### src/rtl/result_pkg.sv
// Shared types and constants for the result collector.
//   DEF_DATA_W / DEF_SEQ_W : default result and sequence-tag widths
//   STAT_SUM_W             : width of the wrapping running sum
//   result_entry_t         : one FIFO entry, {seq, data}
package result_pkg;

    localparam int DEF_DATA_W = 8;
    localparam int DEF_SEQ_W  = 8;
    localparam int STAT_SUM_W = 16;

    typedef struct packed {
        logic [DEF_SEQ_W-1:0]  seq;
        logic [DEF_DATA_W-1:0] data;
    } result_entry_t;

endpackage

### src/rtl/result_fifo.sv
// First-word-fall-through FIFO with push/pop arbitration.
//   clk, rst    : clock, synchronous active-high reset
//   push_req_i  : new entry offered on din_i
//   pop_req_i   : consumer ready; pops only when the head is valid
//   dout_o      : head entry, combinational from storage
//   valid_o     : head is valid (not empty)
//   level_o     : occupancy, full_o / empty_o derived from it
//   drop_o      : offered entry discarded because full with no pop
module result_fifo
    import result_pkg::*;
#(
    parameter int  DEPTH   = 8,
    parameter type entry_t = result_entry_t,
    localparam int PTR_W   = $clog2(DEPTH),
    localparam int LVL_W   = PTR_W + 1
) (
    input  logic             clk,
    input  logic             rst,
    input  logic             push_req_i,
    input  entry_t           din_i,
    input  logic             pop_req_i,
    output entry_t           dout_o,
    output logic             valid_o,
    output logic [LVL_W-1:0] level_o,
    output logic             full_o,
    output logic             empty_o,
    output logic             drop_o
);

    entry_t            mem_q [DEPTH];
    logic [PTR_W-1:0]  wr_ptr_q, wr_ptr_d;
    logic [PTR_W-1:0]  rd_ptr_q, rd_ptr_d;
    logic [LVL_W-1:0]  level_q, level_d;
    logic              push, pop;

    assign empty_o = (level_q == '0);
    assign full_o  = (level_q == LVL_W'(DEPTH));
    assign valid_o = !empty_o;
    assign level_o = level_q;
    assign dout_o  = mem_q[rd_ptr_q];

    // A pop at the same edge frees a slot, so a push into a full FIFO is taken.
    assign pop    = valid_o && pop_req_i;
    assign push   = push_req_i && (!full_o || pop);
    assign drop_o = push_req_i && full_o && !pop;

    always_comb begin
        wr_ptr_d = wr_ptr_q;
        rd_ptr_d = rd_ptr_q;
        level_d  = level_q;
        if (push) wr_ptr_d = wr_ptr_q + 1'b1;
        if (pop)  rd_ptr_d = rd_ptr_q + 1'b1;
        case ({push, pop})
            2'b10:   level_d = level_q + 1'b1;
            2'b01:   level_d = level_q - 1'b1;
            default: level_d = level_q;
        endcase
    end

    always_ff @(posedge clk) begin
        if (rst) begin
            wr_ptr_q <= '0;
            rd_ptr_q <= '0;
            level_q  <= '0;
        end else begin
            wr_ptr_q <= wr_ptr_d;
            rd_ptr_q <= rd_ptr_d;
            level_q  <= level_d;
        end
    end

    // Storage needs no reset: entries are only visible through a valid head.
    always_ff @(posedge clk) begin
        if (push) mem_q[wr_ptr_q] <= din_i;
    end

endmodule

### src/rtl/result_collector.sv
// Collects the W result stream: tags each result with a sequence number,
// buffers it in a FIFO drained over valid/ready, and keeps running stats.
//   clk, rst        : clock, synchronous active-high reset
//   in_valid/in_data: one-cycle result strobe and value
//   stats_clr       : clear sum/min/max/drop_cnt (FIFO and seq untouched)
//   out_valid/out_ready/out_data/out_seq : FWFT drain interface
//   level/full/empty: FIFO occupancy
//   drop_cnt        : results lost to a full FIFO, saturating
//   sum_q/min_q/max_q : statistics over every in_valid sample
// DATA_W/SEQ_W must match the widths of result_entry_t.
module result_collector
    import result_pkg::*;
#(
    parameter int  DEPTH  = 8,
    parameter int  DATA_W = DEF_DATA_W,
    parameter int  SEQ_W  = DEF_SEQ_W,
    localparam int LVL_W  = $clog2(DEPTH) + 1
) (
    input  logic                  clk,
    input  logic                  rst,
    input  logic                  in_valid,
    input  logic [DATA_W-1:0]     in_data,
    input  logic                  stats_clr,
    output logic                  out_valid,
    input  logic                  out_ready,
    output logic [DATA_W-1:0]     out_data,
    output logic [SEQ_W-1:0]      out_seq,
    output logic [LVL_W-1:0]      level,
    output logic                  full,
    output logic                  empty,
    output logic [7:0]            drop_cnt,
    output logic [STAT_SUM_W-1:0] sum_q,
    output logic [DATA_W-1:0]     min_q,
    output logic [DATA_W-1:0]     max_q
);

    logic [SEQ_W-1:0]      seq_q, seq_d;
    logic [7:0]            drop_q, drop_d;
    logic [STAT_SUM_W-1:0] sum_d;
    logic [DATA_W-1:0]     min_d, max_d;
    result_entry_t         din, dout;
    logic                  fifo_drop;

    assign din      = '{seq: seq_q, data: in_data};
    assign out_data = dout.data;
    assign out_seq  = dout.seq;
    assign drop_cnt = drop_q;

    result_fifo #(
        .DEPTH   (DEPTH),
        .entry_t (result_entry_t)
    ) u_fifo (
        .clk        (clk),
        .rst        (rst),
        .push_req_i (in_valid),
        .din_i      (din),
        .pop_req_i  (out_ready),
        .dout_o     (dout),
        .valid_o    (out_valid),
        .level_o    (level),
        .full_o     (full),
        .empty_o    (empty),
        .drop_o     (fifo_drop)
    );

    // A clear and a sample in the same cycle: the sample lands on cleared values.
    always_comb begin
        seq_d  = seq_q + SEQ_W'(in_valid);
        sum_d  = stats_clr ? '0 : sum_q;
        min_d  = stats_clr ? '1 : min_q;
        max_d  = stats_clr ? '0 : max_q;
        drop_d = stats_clr ? '0 : drop_q;
        if (in_valid) begin
            sum_d = sum_d + STAT_SUM_W'(in_data);
            if (in_data < min_d) min_d = in_data;
            if (in_data > max_d) max_d = in_data;
        end
        if (fifo_drop && (drop_d != 8'hFF)) drop_d = drop_d + 8'd1;
    end

    always_ff @(posedge clk) begin
        if (rst) begin
            seq_q  <= '0;
            drop_q <= '0;
            sum_q  <= '0;
            min_q  <= '1;
            max_q  <= '0;
        end else begin
            seq_q  <= seq_d;
            drop_q <= drop_d;
            sum_q  <= sum_d;
            min_q  <= min_d;
            max_q  <= max_d;
        end
    end

endmodule

### config.mk
export PLATFORM = sky130hd
export DESIGN_NAME = result_collector
export DESIGN_NICKNAME = d
export VERILOG_FILES = /design/src/rtl/result_pkg.sv /design/src/rtl/result_fifo.sv /design/src/rtl/result_collector.sv
export SDC_FILE = /design/constraint.sdc
export NUM_CORES = 1
export LEC_CHECK = 0
export CORE_ASPECT_RATIO = 1.5
export CORE_UTILIZATION = 30
export DETAILED_ROUTE_END_ITERATION = 7
export GPL_ROUTABILITY_DRIVEN = 0
export MAX_ROUTING_LAYER = met4
export PLACE_DENSITY = 0.57
export SLEW_MARGIN = 10
export SYNTH_ARGS = -nofsm -noshare
export SYNTH_HDL_FRONTEND = slang
export SYNTH_SLANG_ARGS = --single-unit
### constraint.sdc
create_clock -name clk -period 3.5 [get_ports clk]
set_clock_uncertainty 0.15 [all_clocks]
set_input_delay 0.875 -clock clk [delete_from_list [all_inputs] [get_ports clk]]
set_output_delay 0.875 -clock clk [all_outputs]
set_load 0.005 [all_outputs]
Word-level counts from Yosys, hierarchy flattened
Memories as Yosys holds them, arrays and structs flattened. A register that Yosys moved wholly into a read port is not among the register bits. Cells that the tools add are included.

Reduce and logical (&&, ||, !) cells: 11. Muxes and demuxes: 15. Equality and inequality tests: 4. Magnitude comparators: 2. Add/sub/neg operators: 7.

Operator list (number): 2-to-1 mux 8 bit (8); 2-to-1 mux 16 bit (2); adder 16 x 8 -> 16 bit (1); adder 8 x 1 -> 8 bit (1); adder 8 x 1 -> 8 bit (second input constant) (1); > comparator 8 bit (1); less-than comparator 8 bit (1); != test 8 bit (second input constant) (1); one-hot mux 4 bit (2 select lines) (1); adder 3 x 1 -> 3 bit (second input constant) (2); 2-to-1 mux 3 bit (2); logical AND 1 bit (5); adder 4 x 1 -> 4 bit (second input constant) (1); == test 4 bit (second input constant) (1); zero test 4 bit (1); subtractor 4 x 1 -> 4 bit (second input constant) (1); zero test 1 bit (3); == test 2 x 1 -> 1 bit (second input constant) (1); == test 2 bit (second input constant) (1); 2-to-1 mux 1 bit (2); nonzero test 2 bit (1); logical OR 1 bit (1).

Input port bits: 13. Flip-flop bits (word level): 58. Memories: 1. Memory bits (writable): 128.

Memories: u_fifo.mem_q (depth 8, bits a word 16, rd ports 1, clocked after Yosys merged registers in 1, wr ports 1, line result_fifo.sv:30) `entry_t mem_q [DEPTH];`.

Depth between registers and ports, before layout
Gate-level depths: netlist of the first run.

Depth after elaboration: 7. Depth in mapped cells: 10. Mapped depth without buffers: 10.

Hierarchy
Synthesis of the first run repeated with hierarchy kept, for this count alone.

Cells, all modules: 594. Area, all modules: 8368.0 µm².

Modules (own cells, without submodules): result_fifo (seq. area each 4103.9 µm², times used 1, cells each 269, area an instance 5522.8 µm²); result_collector (seq. area each 960.9 µm², times used 1, cells each 325, area an instance 2845.2 µm²).

Least setup slack after synthesis of the first run
Ideal clock, no wire load.

Kind: input port to flip-flop. Start: in stats_clr. End: reg min_q[0]. Arrival time: 3.201 ns. Cell stages on the path: 10. Setup slack: 0.077 ns. Cells stage by stage: buf_6 clkbuf_1 clkbuf_1 nor2_1 ha_1 o211a_2 o31ai_2 a21oi_1 a2111oi_4 mux2i_1.

Cells in the longest elaborated chain, start to end: 4.

Ends and longest elaborated chain: from (decl) (line result_collector.sv:23) `input logic stats_clr,`; 2-to-1 mux 8 bit * (line result_collector.sv:70) `min_d = stats_clr ? '1 : min_q;`; less-than comparator 8 bit (line result_collector.sv:75) `if (in_data < min_d) min_d = in_data;`; 2-to-1 mux 8 bit (line result_collector.sv:75); 2-to-1 mux 8 bit * (line result_collector.sv:73) `if (in_valid) begin`; to (signal assigned) (line result_collector.sv:92) `min_q <= min_d;`; to (decl) (line result_collector.sv:33) `output logic [DATA_W-1:0] min_q,`.

Every way passes the cells marked *; elsewhere a longest branch is shown, timed or not. A chain may end at the register's enable or synchronous reset.

==> results.txt, run 1 <==
RSZ-0062 raised after global routing = no
post-synthesis sequential area ratio = 0.611
# port buffers = 75
final hold viol count = 0
Syn Nets = 634
overall power = 0.00559 W
DIE AREA = 28,300 um2
# diodes = 0
switch share = 0.263
Most Crowded Layer GR = met2
Starting DRT DRC Count = 206
FP Rows = 74
Clock Path Buffers = 2
Slew Limit Fails = 0
Power Dens Cells = 537 nW/um2
Initial Utilization = 0.304
Worst R2R Start = u_fifo.level_o[0]
first-pass GRT wire length = 29,200 um
Die Span Y = 206 um
critical path data required time = 2470 ps
clock buffer count from CTS = 17
Peak VDD IR = 0.278 mV
switching pwr = 0.00147 W
worst slew pin tran = 684 ps
met3 Usage GRT = 0.0264
max-cap viol count = 0
clk_lat worst skew = 440 ps
startpoint types = flop
Post-DRT Antenna Nets = 0
hold buffer count at CTS = 0
Die Wd = 138 um
Setup-failing EPs final = 0
Cells after DPL = 1,039
Logic pwr share = 0.209
Layout Nets = 761
synth unique cells = 52
Mapped Area = 8290 um2
CTS root buf = clkbuf_16
# IOs = 76
synth warn = 0
Arr. time, crit path = 2310 ps
H-tree levels = 4
Post-DP Area = 9830 um2
Clk network pwr share = 0.330
EDFF count, synth = 128
outcome = finished clean
internal power = 0.00412 W
Worst Setup Slack, final = 166 ps
routed via count = 5,107
DRT Pass-1 Iters = 4
Sink Count = 189
fraction of layout cells with a size suffix above 1 = 0.217
met1 Track Usage GR = 0.164
worst slack, placed = -79.9 ps
drt wl/cell = 17.4 um
area share of the largest cell type after synthesis = 0.464
WS Path Type = reg -> out
final WL = 18,700 um
# DRC = 0
sequential share of power = 0.461
cell taking the most area after synthesis = edfxtp_1
number of synthesized register bits = 189
top cells by area, synth = edfxtp_1 46%, dfxtp_1 15%, mux4_2 8.7%
LEAKAGE = 3.68 nW
initial antenna violation count = 0
vias in the first global route = 5,358
Worst Hold Margin = 350 ps
top achievable clock speed = 300 MHz
Post-DP HPWL = 13,100 um
Finished Layout Cells = 1,071
Core Region = 27,200 um2
CTS tree = yes
grt ovf = 0
Hold Path Class = reg -> reg
fraction of registers with async set/reset = 0
Slew headroom = 0.544
design area = 10,400 um2
worst-path maximum fanout = 22
area delta synth->final = 25.4%
final worst-path cycle share = 0.953
largest net degree at the start of global routing = 36
syn avg cell area = 14.1 um2
Tmin final = 3330 ps
clk slew on worst S/H paths = 70 ps
met2 Resource Use GR = 0.254
Synth Flop Type = edfxtp_1
Via density = 4.77
Setup Buffers After CTS = 0
Cells after Synth = 589
Hold Crit Start = u_fifo.wr_ptr_q[0]
critical path capture point type = output pin
post-CTS sizing = 0
GRT Total Usage = 0.146
==> cell usage after synthesis (3+ instances only) <==
cell type and number:
a2111oi_1 3, a211oi_1 7, a21oi_1 22, and3_1 6, buf_1 3, buf_2 3, clkbuf_1 16, dfxtp_1 61
edfxtp_1 128, ha_1 31, inv_1 15, mux2_2 23, mux2i_1 13, mux4_2 32, nand2_1 18, nand2b_1 17
nand3_1 13, nand4_1 5, nor2_1 67, nor2b_1 15, nor3_1 12, o211ai_1 6, o21ai_0 10, or3_1 4
xnor2_1 12, xor2_1 15
==> area by class of cell <==
class | count | area (um2)
clock inverter | 14 | 124
clock buffer | 18 | 439
fill | 2674 | 16800
sequential | 189 | 5070
tap | 342 | 428
timing repair buffer | 131 | 1200
inverter | 16 | 60.1
multi-input combinational | 361 | 3080
==> per-layer routing <==
layer	routed length (um)	vias up	part of all wire
li1	-	2480	-
met1	7730	2512	0.41
met2	10100	88	0.54
met3	518	27	0.028
met4	357	0	0.019
met5	0	-	0
==> critical path: stages (launching register included) <==
cell,delay (ps)
dfxtp_2,350
buf_12,210
mux4_2,520
mux2_2,320
clkdlybuf4s50_1,460
==> sequential cells by signal, summed over array words and instances, names as in the netlist, named ones only <==
| register | cells |
|---|---|
| u_fifo.mem_q | 128 |
| sum_q | 16 |
| drop_cnt | 8 |
| max_q | 8 |
| min_q | 8 |
| seq_q | 8 |
| u_fifo.level_o | 4 |
| u_fifo.rd_ptr_q | 3 |
| u_fifo.wr_ptr_q | 3 |
==> cell families after synthesis <==
| family | count (synthesis) | share of synthesized area |
|---|---|---|
| simple gates | 170 | 0.104 |
| xor+xnor | 27 | 0.0285 |
| compound gates | 64 | 0.0540 |
| flops | 189 | 0.611 |
| mux | 68 | 0.134 |
| fa+ha+maj | 32 | 0.0492 |
| buf+inv | 39 | 0.0190 |
==> through the flow <==
step,utilization,setup TNS (ps)
finish,0.382,0
detailed placement,0.361,-414
CTS,0.382,0
floorplan,-,0
global placement,0.361,0
global route,0.382,0
==> power by group through the flow <==
stage | Clock [W] | Sequential (W) | Combinational, W
CTS | 0.00190 | 0.00258 | 0.00120
detailed placement | 0 | 0.00263 | 0.00119
finish | 0.00184 | 0.00258 | 0.00117
global route | 0.00196 | 0.00259 | 0.00129
global placement | 0 | 0.00263 | 0.00119
floorplan | 0 | 0.00261 | 0.000658
==> cells in the final DEF (no fill, tap or decap), types with 3 or more instances in the layout <==
master	netlist	routed
nand3_1	13	13
nand2_1	18	18
nand2b_1	17	17
o21ai_0	10	10
inv_1	15	15
a211oi_1	7	7
dfxtp_1	61	60
nor2b_1	15	15
edfxtp_1	128	128
o211ai_1	6	6
or3_1	4	4
clkdlybuf4s50_1	0	74
nor2_1	67	67
xnor2_1	12	12
mux2i_1	13	13
inv_8	0	4
inv_6	0	5
buf_4	0	53
nor3_1	12	10
a21oi_1	22	22
a2111oi_1	3	3
xor2_1	15	15
nand4_1	5	5
ha_1	31	31
clkbuf_16	0	17
mux4_2	32	32
mux2_2	23	23
and3_1	6	6
buf_12	0	3
==> final timing paths <==
path,endpoint,depth (start not counted),slack (ps)
setup / recovery,out_data[0],4,170
hold / removal,u_fifo.wr_ptr_q[0],2,350
setup reg to reg,u_fifo.level_o[2],10,850
hold reg to reg,u_fifo.wr_ptr_q[0],2,350
No activity file was read; power rests on OpenSTA's default activity.
==> inputs of run 2 (changes only) <==
--- a/config.mk
+++ b/config.mk
@@ -5,6 +5,7 @@
 export SDC_FILE = /design/constraint.sdc
 export NUM_CORES = 1
 export LEC_CHECK = 0
+export CAP_MARGIN = 20
 export CORE_ASPECT_RATIO = 1.5
 export CORE_UTILIZATION = 30
 export DETAILED_ROUTE_END_ITERATION = 7
==> results of run 2 <==
Same layout as run 1: the final DEF is identical, and so are final timing and power.
==> inputs of run 3 (changes only) <==
--- a/config.mk
+++ b/config.mk
@@ -5,7 +5,7 @@
 export SDC_FILE = /design/constraint.sdc
 export NUM_CORES = 1
 export LEC_CHECK = 0
-export CAP_MARGIN = 20
+export CAP_MARGIN = 5
 export CORE_ASPECT_RATIO = 1.5
 export CORE_UTILIZATION = 30
 export DETAILED_ROUTE_END_ITERATION = 7
@@ -15,4 +15,5 @@
 export SLEW_MARGIN = 10
 export SYNTH_ARGS = -nofsm -noshare
 export SYNTH_HDL_FRONTEND = slang
+export SYNTH_HIERARCHICAL = 1
 export SYNTH_SLANG_ARGS = --single-unit
==> run 3 against run 2 <==
  * Largest cell class unchanged
  * Sequential share of layout area about the same
  * Cell count shrank 0.93%
  * Non-clock buffer count is 12 lower
  * Critical endpoint unchanged
  * Setup slack worse by 46 ps
  * First-iteration DRC count is 28% higher
  * The run now ends with DRC left
  * Flip-flop and latch count is the same
==> results.txt, run 3 <==
fraction of registers with async set/reset = 0 (unchanged)
Starting DRT DRC Count = 264 (+28%)
Cells after Synth = 594 (+0.85%)
H-tree levels = 4 (unchanged)
Syn Nets = 637 (+0.47%)
# IOs = 76 (unchanged)
Layout Nets = 749 (-1.6%)
number of synthesized register bits = 189 (unchanged)
most frequent cells in the layout = 128 x edfxtp_1, 74 x clkdlybuf4s50_1, 69 x nor2_1
Arr. time, crit path = 2360 ps (+50 ps)
initial antenna violation count = 0 (unchanged)
GRT Total Usage = 0.143 (-0.00302)
fraction of layout cells with a size suffix above 1 = 0.204 (-0.0123)
most common cell after layout, fill and taps aside = edfxtp_1
Core Region = 27,300 um2 (+0.34%)
Reg with most FFs = u_fifo/mem_q
top cells by area, synth = edfxtp_1 46%, dfxtp_1 15%, mux4_2 8.6%
top flop regs = u_fifo/mem_q x128, sum_q x16
setup_tns = 0 ps (unchanged)
Clock Path Buffers = 2 (unchanged)
Hold Path Class = reg -> reg
Finished Layout Cells = 1,061 (-0.93%)
startpoint types = flop
internal power = 0.00422 W (+2.6%)
Most Crowded Layer GR = met2
Peak VDD IR = 0.260 mV (-6.3%)
# diodes = 0 (unchanged)
synth unique cells = 62 (+19%)
worst slew pin tran = 531 ps (-153 ps)
sequential share of power = 0.457 (-0.004)
area delta synth->final = 24.2%
LEAKAGE = 3.64 nW (-1.2%)
critical path capture point type = output pin
max reg flops = 128 (unchanged)
CTS root buf = clkbuf_16
Layout fillers = 2,566 (-4.0%)
Cells after DPL = 1,029 (-0.96%)
Mapped Area = 8370 um2 (+0.97%)
Clk network pwr share = 0.338 (+0.008)
Initial Utilization = 0.306 (+0.00190)
cell taking the most area after synthesis = edfxtp_1
DRT Pass-1 Iters = 6 (+2)
clk slew on worst S/H paths = 60 ps (about the same)
CP max-delay cell = mux4_2
CTS tree = yes
# port buffers = 75 (unchanged)
critical path data required time = 2470 ps (about the same)
outcome = finished, violations left
RSZ-0062 raised after global routing = no
top achievable clock speed = 296 MHz (-1.4%)
clock buffer count from CTS = 17 (unchanged)
Die Wd = 138 um (+0.48%)
EDFF count, synth = 128 (unchanged)
Die Span Y = 207 um (+0.48%)
met1 Track Usage GR = 0.147 (-0.0171)
Power Dens Cells = 539 nW/um2 (+0.31%)
Slew Limit Fails = 0 (unchanged)
max incr delay on CP = 510 ps (about the same)
Tmin final = 3380 ps (+46.2 ps)
post-synthesis sequential area ratio = 0.605 (-0.00585)
overall power = 0.00560 W (+0.29%)
most frequent cell after synthesis = edfxtp_1
Slew headroom = 0.642 (+0.0982)
met3 Usage GRT = 0.0219 (-0.00445)
Post-synth top cells = 128 x edfxtp_1, 69 x nor2_1, 61 x dfxtp_1
Setup-failing EPs final = 0 (unchanged)
Post-DRT Antenna Nets = 0 (unchanged)
final WL = 18,700 um (+0.39%)
fin util = 0.381 (-0.00139)
critical-path cell list = buf_12 -> mux4_2 -> mux2_2 -> clkdlybuf4s50_1
violated checks = DRC
switching pwr = 0.00138 W (-6.2%)
drt wl/cell = 17.7 um (+1.3%)
final hold viol count = 0 (unchanged)
vias in the first global route = 5,344 (-0.26%)
largest net degree at the start of global routing = 33 (-8.3%)
Sink Count = 189 (unchanged)
WS Path Type = reg -> out
Setup Buffers After CTS = 0 (unchanged)
synth warn = 6 (+6)
DIE AREA = 28,600 um2 (+0.96%)
Synth Flop Type = edfxtp_1
hold buffer count at CTS = 0 (unchanged)
FP Rows = 74 (unchanged)
Via density = 4.80 (+0.67%)
area share of the largest cell type after synthesis = 0.459 (-0.00444)
switch share = 0.246 (-0.0171)
Logic pwr share = 0.205 (-0.004)
met2 Resource Use GR = 0.270 (+0.0156)
final worst-path cycle share = 0.966 (+0.0132)
syn avg cell area = 14.1 um2 (+0.12%)
# DRC = 4 (+4)
worst-path maximum fanout = 12 (-45%)
routed via count = 5,093 (-0.27%)
first-pass GRT wire length = 29,500 um (+1.3%)
Post-DP HPWL = 12,600 um (-3.4%)
grt ovf = 0 (unchanged)
max-cap viol count = 0 (unchanged)
clk_lat worst skew = 430 ps (about the same)
## run 3: cell type report
| type | count | area, um2 | area share |
|---|---|---|---|
| clock inverter | 11 | 118 | 0.0113 |
| timing repair buffer | 119 | 1110 | 0.107 |
| inverter | 14 | 52.6 | 0.00506 |
| multi-input combinational | 365 | 3150 | 0.303 |
| tap | 342 | 428 | 0.0412 |
| clock buffer | 21 | 460 | 0.0443 |
| sequential | 189 | 5070 | 0.488 |
## run 3: logic make-up (layout without fill, tap and decap cells)
| kind of cell | after synthesis | in the layout | share of synthesized area |
|---|---|---|---|
| flops | 189 | 189 | 0.605 |
| simple gates | 177 | 177 | 0.110 |
| mux | 66 | 66 | 0.133 |
| compound gates | 63 | 63 | 0.0543 |
| buf+inv | 40 | 165 | 0.0211 |
| fa+ha+maj | 30 | 30 | 0.0458 |
| xor+xnor | 29 | 29 | 0.0304 |
## run 3: metrics by stage
| stage | setup WS [ps] | area, um2 | hold WS [ps] |
|---|---|---|---|
| after floorplan | 174 | 8370 | 304 |
| after global placement | 126 | 9810 | 328 |
| after detailed placement | 55.8 | 9810 | 330 |
| after CTS | 64.6 | 10400 | 339 |
| after global routing | 50.9 | 10400 | 372 |
| final | 120 | 10400 | 339 |
## run 3: worst max-delay path: cells and delay by family, from the launching register on
family | cells | cell delay (ps)
buf+inv | 2 | 640
flops | 1 | 440
mux | 2 | 840
## run 3: power groups by stage
| stage | Clock, W | Sequential (W) | Combinational, W |
|---|---|---|---|
| 6_report | 0.00190 | 0.00256 | 0.00115 |
| 5_1_grt | 0.00203 | 0.00257 | 0.00126 |
| 4_1_cts | 0.00195 | 0.00256 | 0.00118 |
| 3_5_place_dp | 0 | 0.00261 | 0.00117 |
| 3_3_place_gp | 0 | 0.00261 | 0.00117 |
| 2_1_floorplan | 0 | 0.00255 | 0.000712 |
## run 3: worst paths after layout
path	from	end	slack [ps]	depth (start not counted)
setup reg to reg	u_fifo/level_o[1]	u_fifo/level_o[2]	990	9
hold reg to reg	u_fifo/rd_ptr_q[1]	u_fifo/rd_ptr_q[1]	340	2
setup / recovery	flop	out_data[0]	120	4
hold / removal	u_fifo/rd_ptr_q[1]	u_fifo/rd_ptr_q[1]	340	2
## run 3: repair_timing
| item | in CTS | in global routing |
|---|---|---|
| hold endpoints to repair | 0 | 0 |
| gates resized for setup | 1 | 0 |
| setup endpoints to repair | 1 | 0 |
## run 3: routing by layer
layer	vias up	share of wire
li1	2443	-
met1	2541	0.40
met2	85	0.55
met3	24	0.032
met4	0	0.022
met5	-	0
